**config.mk**
```make
export PLATFORM = sky130hd
export DESIGN_NAME = nes_controller_responder
export DESIGN_NICKNAME = d
export VERILOG_FILES = /design/src/rtl/nes_controller_responder.sv
export SDC_FILE = /design/constraint.sdc
export NUM_CORES = 1
export LEC_CHECK = 0
export CELL_PAD_IN_SITES_DETAIL_PLACEMENT = 1
export CELL_PAD_IN_SITES_GLOBAL_PLACEMENT = 1
export CORE_MARGIN = 3
export CORE_UTILIZATION = 30
export CTS_BUF_LIST = sky130_fd_sc_hd__clkbuf_4
export CTS_CLUSTER_SIZE = 12
export DETAILED_ROUTE_END_ITERATION = 10
export GPL_TIMING_DRIVEN = 1
export PLACE_DENSITY_LB_ADDON = 0.3
export REMOVE_ABC_BUFFERS = 1
export SYNTH_ARGS = -nofsm -noshare
export SYNTH_HDL_FRONTEND = slang
export SYNTH_SLANG_ARGS = --single-unit
export TNS_END_PERCENT = 1
```
**constraint.sdc**
```tcl
create_clock -name clk -period 1.7 [get_ports clk]
set_clock_uncertainty 0.05 [all_clocks]
set_input_delay 0.17 -clock clk [delete_from_list [all_inputs] [get_ports clk]]
set_output_delay 0.17 -clock clk [all_outputs]
set_load 0.05 [all_outputs]
```
**src/rtl/nes_controller_responder.sv**
```systemverilog
// NES controller responder: emulates one game pad on the latch/clock/data link.
// Buttons are captured while latch is high and then shifted out MSB first,
// active-low, one bit per console clock rise. Pins are asynchronous to clk
// and pass through a synchroniser plus history flop for edge detection.
module nes_controller_responder #(
    parameter int SYNC_STAGES    = 2,
    parameter int TIMEOUT_CYCLES = 4096
) (
    input  logic       clk,
    input  logic       reset,
    input  logic [7:0] buttons,
    input  logic       nes_latch,
    input  logic       nes_clk,
    output logic       nes_data,
    output logic [7:0] snapshot,
    output logic [3:0] bit_count,
    output logic       frame_done,
    output logic       timeout_err
);

    localparam int TW = $clog2(TIMEOUT_CYCLES + 1);
    localparam int AW = $clog2(SYNC_STAGES + 1);
    localparam logic [TW-1:0] TIMEOUT_LAST = TW'(TIMEOUT_CYCLES - 1);
    localparam logic [AW-1:0] ARM_LAST     = AW'(SYNC_STAGES);

    typedef enum logic [1:0] {
        S_IDLE,
        S_LOAD,
        S_SHIFT,
        S_DONE
    } state_t;

    logic [SYNC_STAGES-1:0] latch_sync_q;
    logic [SYNC_STAGES-1:0] clk_sync_q;
    logic                   latch_hist_q;
    logic                   clk_hist_q;
    logic [AW-1:0]          arm_cnt_q;
    logic                   armed_q;

    state_t                 state_q;
    logic [7:0]             shift_q;
    logic                   data_q;
    logic [7:0]             snapshot_q;
    logic [3:0]             bit_count_q;
    logic                   frame_done_q;
    logic                   timeout_err_q;
    logic [TW-1:0]          tmo_q;

    logic latch_lvl;
    logic clk_lvl;
    logic latch_rise;
    logic latch_fall;
    logic clk_rise;

    // Synchroniser chains and edge-history flops for both console pins.
    always_ff @(posedge clk) begin
        if (reset) begin
            latch_sync_q <= '0;
            clk_sync_q   <= '0;
            latch_hist_q <= 1'b0;
            clk_hist_q   <= 1'b0;
        end else begin
            latch_sync_q <= {latch_sync_q[SYNC_STAGES-2:0], nes_latch};
            clk_sync_q   <= {clk_sync_q[SYNC_STAGES-2:0], nes_clk};
            latch_hist_q <= latch_sync_q[SYNC_STAGES-1];
            clk_hist_q   <= clk_sync_q[SYNC_STAGES-1];
        end
    end

    // Edge detection stays disarmed until the chain and history flop have
    // filled after reset, so a latch already high at reset release is not a rise.
    always_ff @(posedge clk) begin
        if (reset) begin
            arm_cnt_q <= '0;
            armed_q   <= 1'b0;
        end else if (!armed_q) begin
            if (arm_cnt_q == ARM_LAST) begin
                armed_q <= 1'b1;
            end else begin
                arm_cnt_q <= arm_cnt_q + AW'(1);
            end
        end
    end

    assign latch_lvl  = latch_sync_q[SYNC_STAGES-1];
    assign clk_lvl    = clk_sync_q[SYNC_STAGES-1];
    assign latch_rise = armed_q &  latch_lvl & ~latch_hist_q;
    assign latch_fall = armed_q & ~latch_lvl &  latch_hist_q;
    assign clk_rise   = armed_q &  clk_lvl   & ~clk_hist_q;

    // Frame FSM: latch rise wins over everything, then per-state behaviour.
    always_ff @(posedge clk) begin
        if (reset) begin
            state_q       <= S_IDLE;
            shift_q       <= 8'h00;
            data_q        <= 1'b1;
            snapshot_q    <= 8'h00;
            bit_count_q   <= 4'd0;
            frame_done_q  <= 1'b0;
            timeout_err_q <= 1'b0;
            tmo_q         <= '0;
        end else begin
            frame_done_q <= 1'b0;
            if (latch_rise) begin
                // Abandons any partial frame silently.
                state_q       <= S_LOAD;
                shift_q       <= buttons;
                data_q        <= ~buttons[7];
                bit_count_q   <= 4'd0;
                timeout_err_q <= 1'b0;
                tmo_q         <= '0;
            end else begin
                case (state_q)
                    S_IDLE: begin
                        data_q <= 1'b1;
                    end
                    S_LOAD: begin
                        // Clock edges are ignored here; a coincident latch fall
                        // therefore enters SHIFT with the register unshifted.
                        if (latch_fall) begin
                            state_q    <= S_SHIFT;
                            snapshot_q <= shift_q;
                            data_q     <= ~shift_q[7];
                            tmo_q      <= '0;
                        end else begin
                            shift_q <= buttons;
                            data_q  <= ~buttons[7];
                        end
                    end
                    S_SHIFT: begin
                        if (clk_rise) begin
                            shift_q     <= {shift_q[6:0], 1'b0};
                            bit_count_q <= bit_count_q + 4'd1;
                            tmo_q       <= '0;
                            if (bit_count_q == 4'd7) begin
                                frame_done_q <= 1'b1;
                                state_q      <= S_DONE;
                                data_q       <= 1'b0;
                            end else begin
                                data_q <= ~shift_q[6];
                            end
                        end else if (tmo_q == TIMEOUT_LAST) begin
                            timeout_err_q <= 1'b1;
                            frame_done_q  <= 1'b1;
                            state_q       <= S_IDLE;
                            data_q        <= 1'b1;
                            tmo_q         <= '0;
                        end else begin
                            tmo_q <= tmo_q + TW'(1);
                        end
                    end
                    S_DONE: begin
                        // Serial-in of the shift register is tied low: extra
                        // bits read as pressed, and bit_count holds at 8.
                        data_q <= 1'b0;
                    end
                    default: begin
                        state_q <= S_IDLE;
                    end
                endcase
            end
        end
    end

    assign nes_data    = data_q;
    assign snapshot    = snapshot_q;
    assign bit_count   = bit_count_q;
    assign frame_done  = frame_done_q;
    assign timeout_err = timeout_err_q;

endmodule

```
==> reports/metrics.cfg <==
[place]
dp_hpwl_um=3880
dp_cells=363
port_buffers=26
place_area_um2=2520
gp_congestion=0.830
dp_slack_ns=-0.0630

[cts]
ctsRootBufferMaster=clkbuf_4
cts_made_buffers=5
cts.htree.levels=2
path_clk_slew_ns=0.14
clock_sinks=47
cts_tree=built
cts_buffer_depth=2
clock_latency_ns=0.36

[floorplanning]
core-area_um2=6460
die_x_um=88.4
die_y_um=88.4
start_util=0.316
io_pins=27
rows=29
die-area_um2=7820

[global_route]
grt_pass1_vias=1910
grt_pass1_wl_um=9000
grtUsageTotal=0.147
overflow=0
antenna_found_initial=0
grt_max_degree=29

[cells_and_area]
fillerInstances=794
syn_to_final_growth_pct=31.4
final_util=0.415
drive_above_1_share=0.257
nets=310
fin_area_um2=2680
num_antenna_cells=0
finalNonFillerCells=373

[synthesis]
synth-xor-area-share=0.0172
ys_types=42
ys_seq_area_frac=0.462
postSynthCellCount=241
synth_compound_area_frac=0.143
synth.avg_cell_area_um2=8.46
yosys.area_share.adder=0.0184
synth_seq_cells=47
synth_area_um2=2040
synthTopCellsByArea=dfxtp_1, nand2_1, nor2_1, mux2i_1, a21oi_1
yosysTopAreaCell=dfxtp_1
synth_top_family_by_area=simple AND/OR/NAND/NOR gates
synth_top_area_frac=0.462
synth_mux_area_frac=0.0491
ys_warn_count=0
yosys.area_share.simple=0.277

[pwr]
p_int_mw=1.58
peakVddDrop_mv=0.463
swShare=0.249
p_leak_nw=1.06
switching_power_mw=0.523
power_frac_comb=0.114
power_frac_seq=0.573
finalPower_mw=2.10
p_per_area_nw_per_um2=784
clockPowerShare=0.313

[min_path]
hold_path_class=in -> reg
min_to=latch_sync_q[0]
min_from=nes_latch
hold_depth=2

[sta]
setup_slack_ns=-0.00324
post-route-min-period_ns=1.70
fmax_mhz=587
finalSetupTns_ns=-0.00324
timing.hold.ws_ns=0.304
final-hold-violation-count=0
rsz0062_at_grt=yes
fin_crit_sh=1.00
setup_viol=1
max_slew_margin=0.595
worst_pin_slew_ns=0.607
final_max_slew_viol_count=0

[worst_setup_path]
crit_path_top_delay_cell=or4_1
cpPeakStageDelay_ns=0.47
reg2reg_depth=6
timing_worst_setup_path_type=reg -> reg
worstPathRequired_ns=1.94
endpoint_kind=flop
timing.rr.start=tmo_q[0]
r2r-end=tmo_q[9]
startpoint_type=flop
crit_start=tmo_q[0]
cp_max_fo=5
path_cells=ha_4 -> nand3_4 -> nor4_4 -> or2_4 -> or4_1 -> a31oi_1
critPathArrivalTime_ns=1.94
r2r_setup_slack_ns=-0.003

[route]
first_pass_iters=4
drtIter0Drc=101
wl_per_cell_um=14.4
antenna_left=0
finalWirelength_um=5360
dr_total_vias=1868
drc=0
viasPerCell=5.01

[outcome]
status=complete, but fails checks
violations=setup timing

[job]
maxCapViolations=0

[how the worst max path moves through the flow]
stage | slack, ns | cells past startpoint | endpoint
after global placement | 0.003 | 6 | tmo_q[9]
after global routing | -0.09 | 5 | tmo_q[9]
final | -0.003 | 6 | tmo_q[9]
after detailed placement | -0.06 | 6 | tmo_q[9]
after floorplan | -0.14 | 5 | tmo_q[9]
after CTS | -0.004 | 7 | tmo_q[3]
[cells by family (layout without fill, tap and decap cells)]
logic type | Yosys count | after routing
adders and majority gates | 3 | 3
xor gates and xnor gates | 4 | 4
and+or+nand+nor | 115 | 115
DFF | 47 | 47
muxes | 10 | 10
AOI/OAI and AO/OA | 48 | 48
buffers and inverters | 14 | 69
[what timing repair did]
action | in CTS | in global routing
endpoints found under the hold margin | 0 | 0
hold buffers | 0 | 0
setup buffers | 0 | 2
gates resized for setup | 7 | 14
gates cloned | 0 | 0
pin swaps | 4 | 6
endpoints found under the setup margin | 5 | 17
[state kept, by name, summed over array words and instances (netlist names), 2 cells and up]
signal,flops
arm_cnt_q,2
bit_count,4
clk_sync_q,2
latch_sync_q,2
shift_q,8
snapshot,8
state_q,2
tmo_q,13
[power by group through the flow]
stage / Clock (mW) / Combinational [mW] / Sequential (mW)
6_report: 0.657 / 0.238 / 1.20
5_1_grt: 0.736 / 0.267 / 1.22
4_1_cts: 0.698 / 0.241 / 1.21
3_5_place_dp: 0 / 0.240 / 1.23
3_3_place_gp: 0 / 0.229 / 1.22
2_1_floorplan: 0 / 0.147 / 1.22
[placed cells by master, fill, tap and decap left out, types with 3 or more instances in the layout]
cell type,synthesis,layout
clkbuf_4,0,5
or3_1,4,4
a211oi_1,9,9
nand3b_1,3,3
nor2b_1,8,8
nor2_1,30,29
nand3_1,11,10
dfxtp_2,0,9
o21ai_0,7,7
clkdlybuf4s50_1,0,11
inv_1,4,4
buf_4,1,45
a31oi_1,5,4
nand2_1,30,30
a21oi_1,19,19
dfxtp_1,47,37
nand4_1,5,5
mux2i_1,10,10
nor3_1,7,7
[cells in the mapped netlist (all sizes together)]
master  instances
and2b           2
and3            2
nor3            7
or3             4
nand3          11
o22ai           1
o21ai           8
dfxtp          47
ha              3
or2             3
a31oi           5
a211oi          9
and2            1
nand2          31
xor2            2
inv             4
nand4           5
nor2b           8
nor4            2
a21oi          19
a22oi           1
mux2i          10
or4             3
a311oi          1
buf             6
nand3b          3
xnor2           2
clkbuf          4
a221oi          1
o211ai          2
nor2           31
a21boi          1
nand2b          2
[cell type report]
cell class / instances / area (µm²) / area share
clock buffers: 5 / 37.5 / 0.0140
flip-flops and latches: 47 / 956 / 0.357
inverters: 4 / 15.0 / 0.00560
well taps: 77 / 96.3 / 0.0360
repair buffers: 57 / 457 / 0.170
multi-input cells: 180 / 1080 / 0.403
clock inverters: 3 / 38.8 / 0.0145
[per-layer routing]
metal,global-route usage,routed length (µm),vias up
li1,-,-,958
met1,0.182,2460,888
met2,0.258,2710,17
met3,0.0279,122,5
met4,0.0453,57,0
met5,0,0,-
[worst max-delay path, delay by kind of cell, from the launching register on]
family / cells / cell delay, ns
simple gates: 4 / 0.90
flops: 1 / 0.36
fa+ha+maj: 1 / 0.16
compound gates: 1 / 0.16
Note: power is estimated with default switching activity, not from simulation.
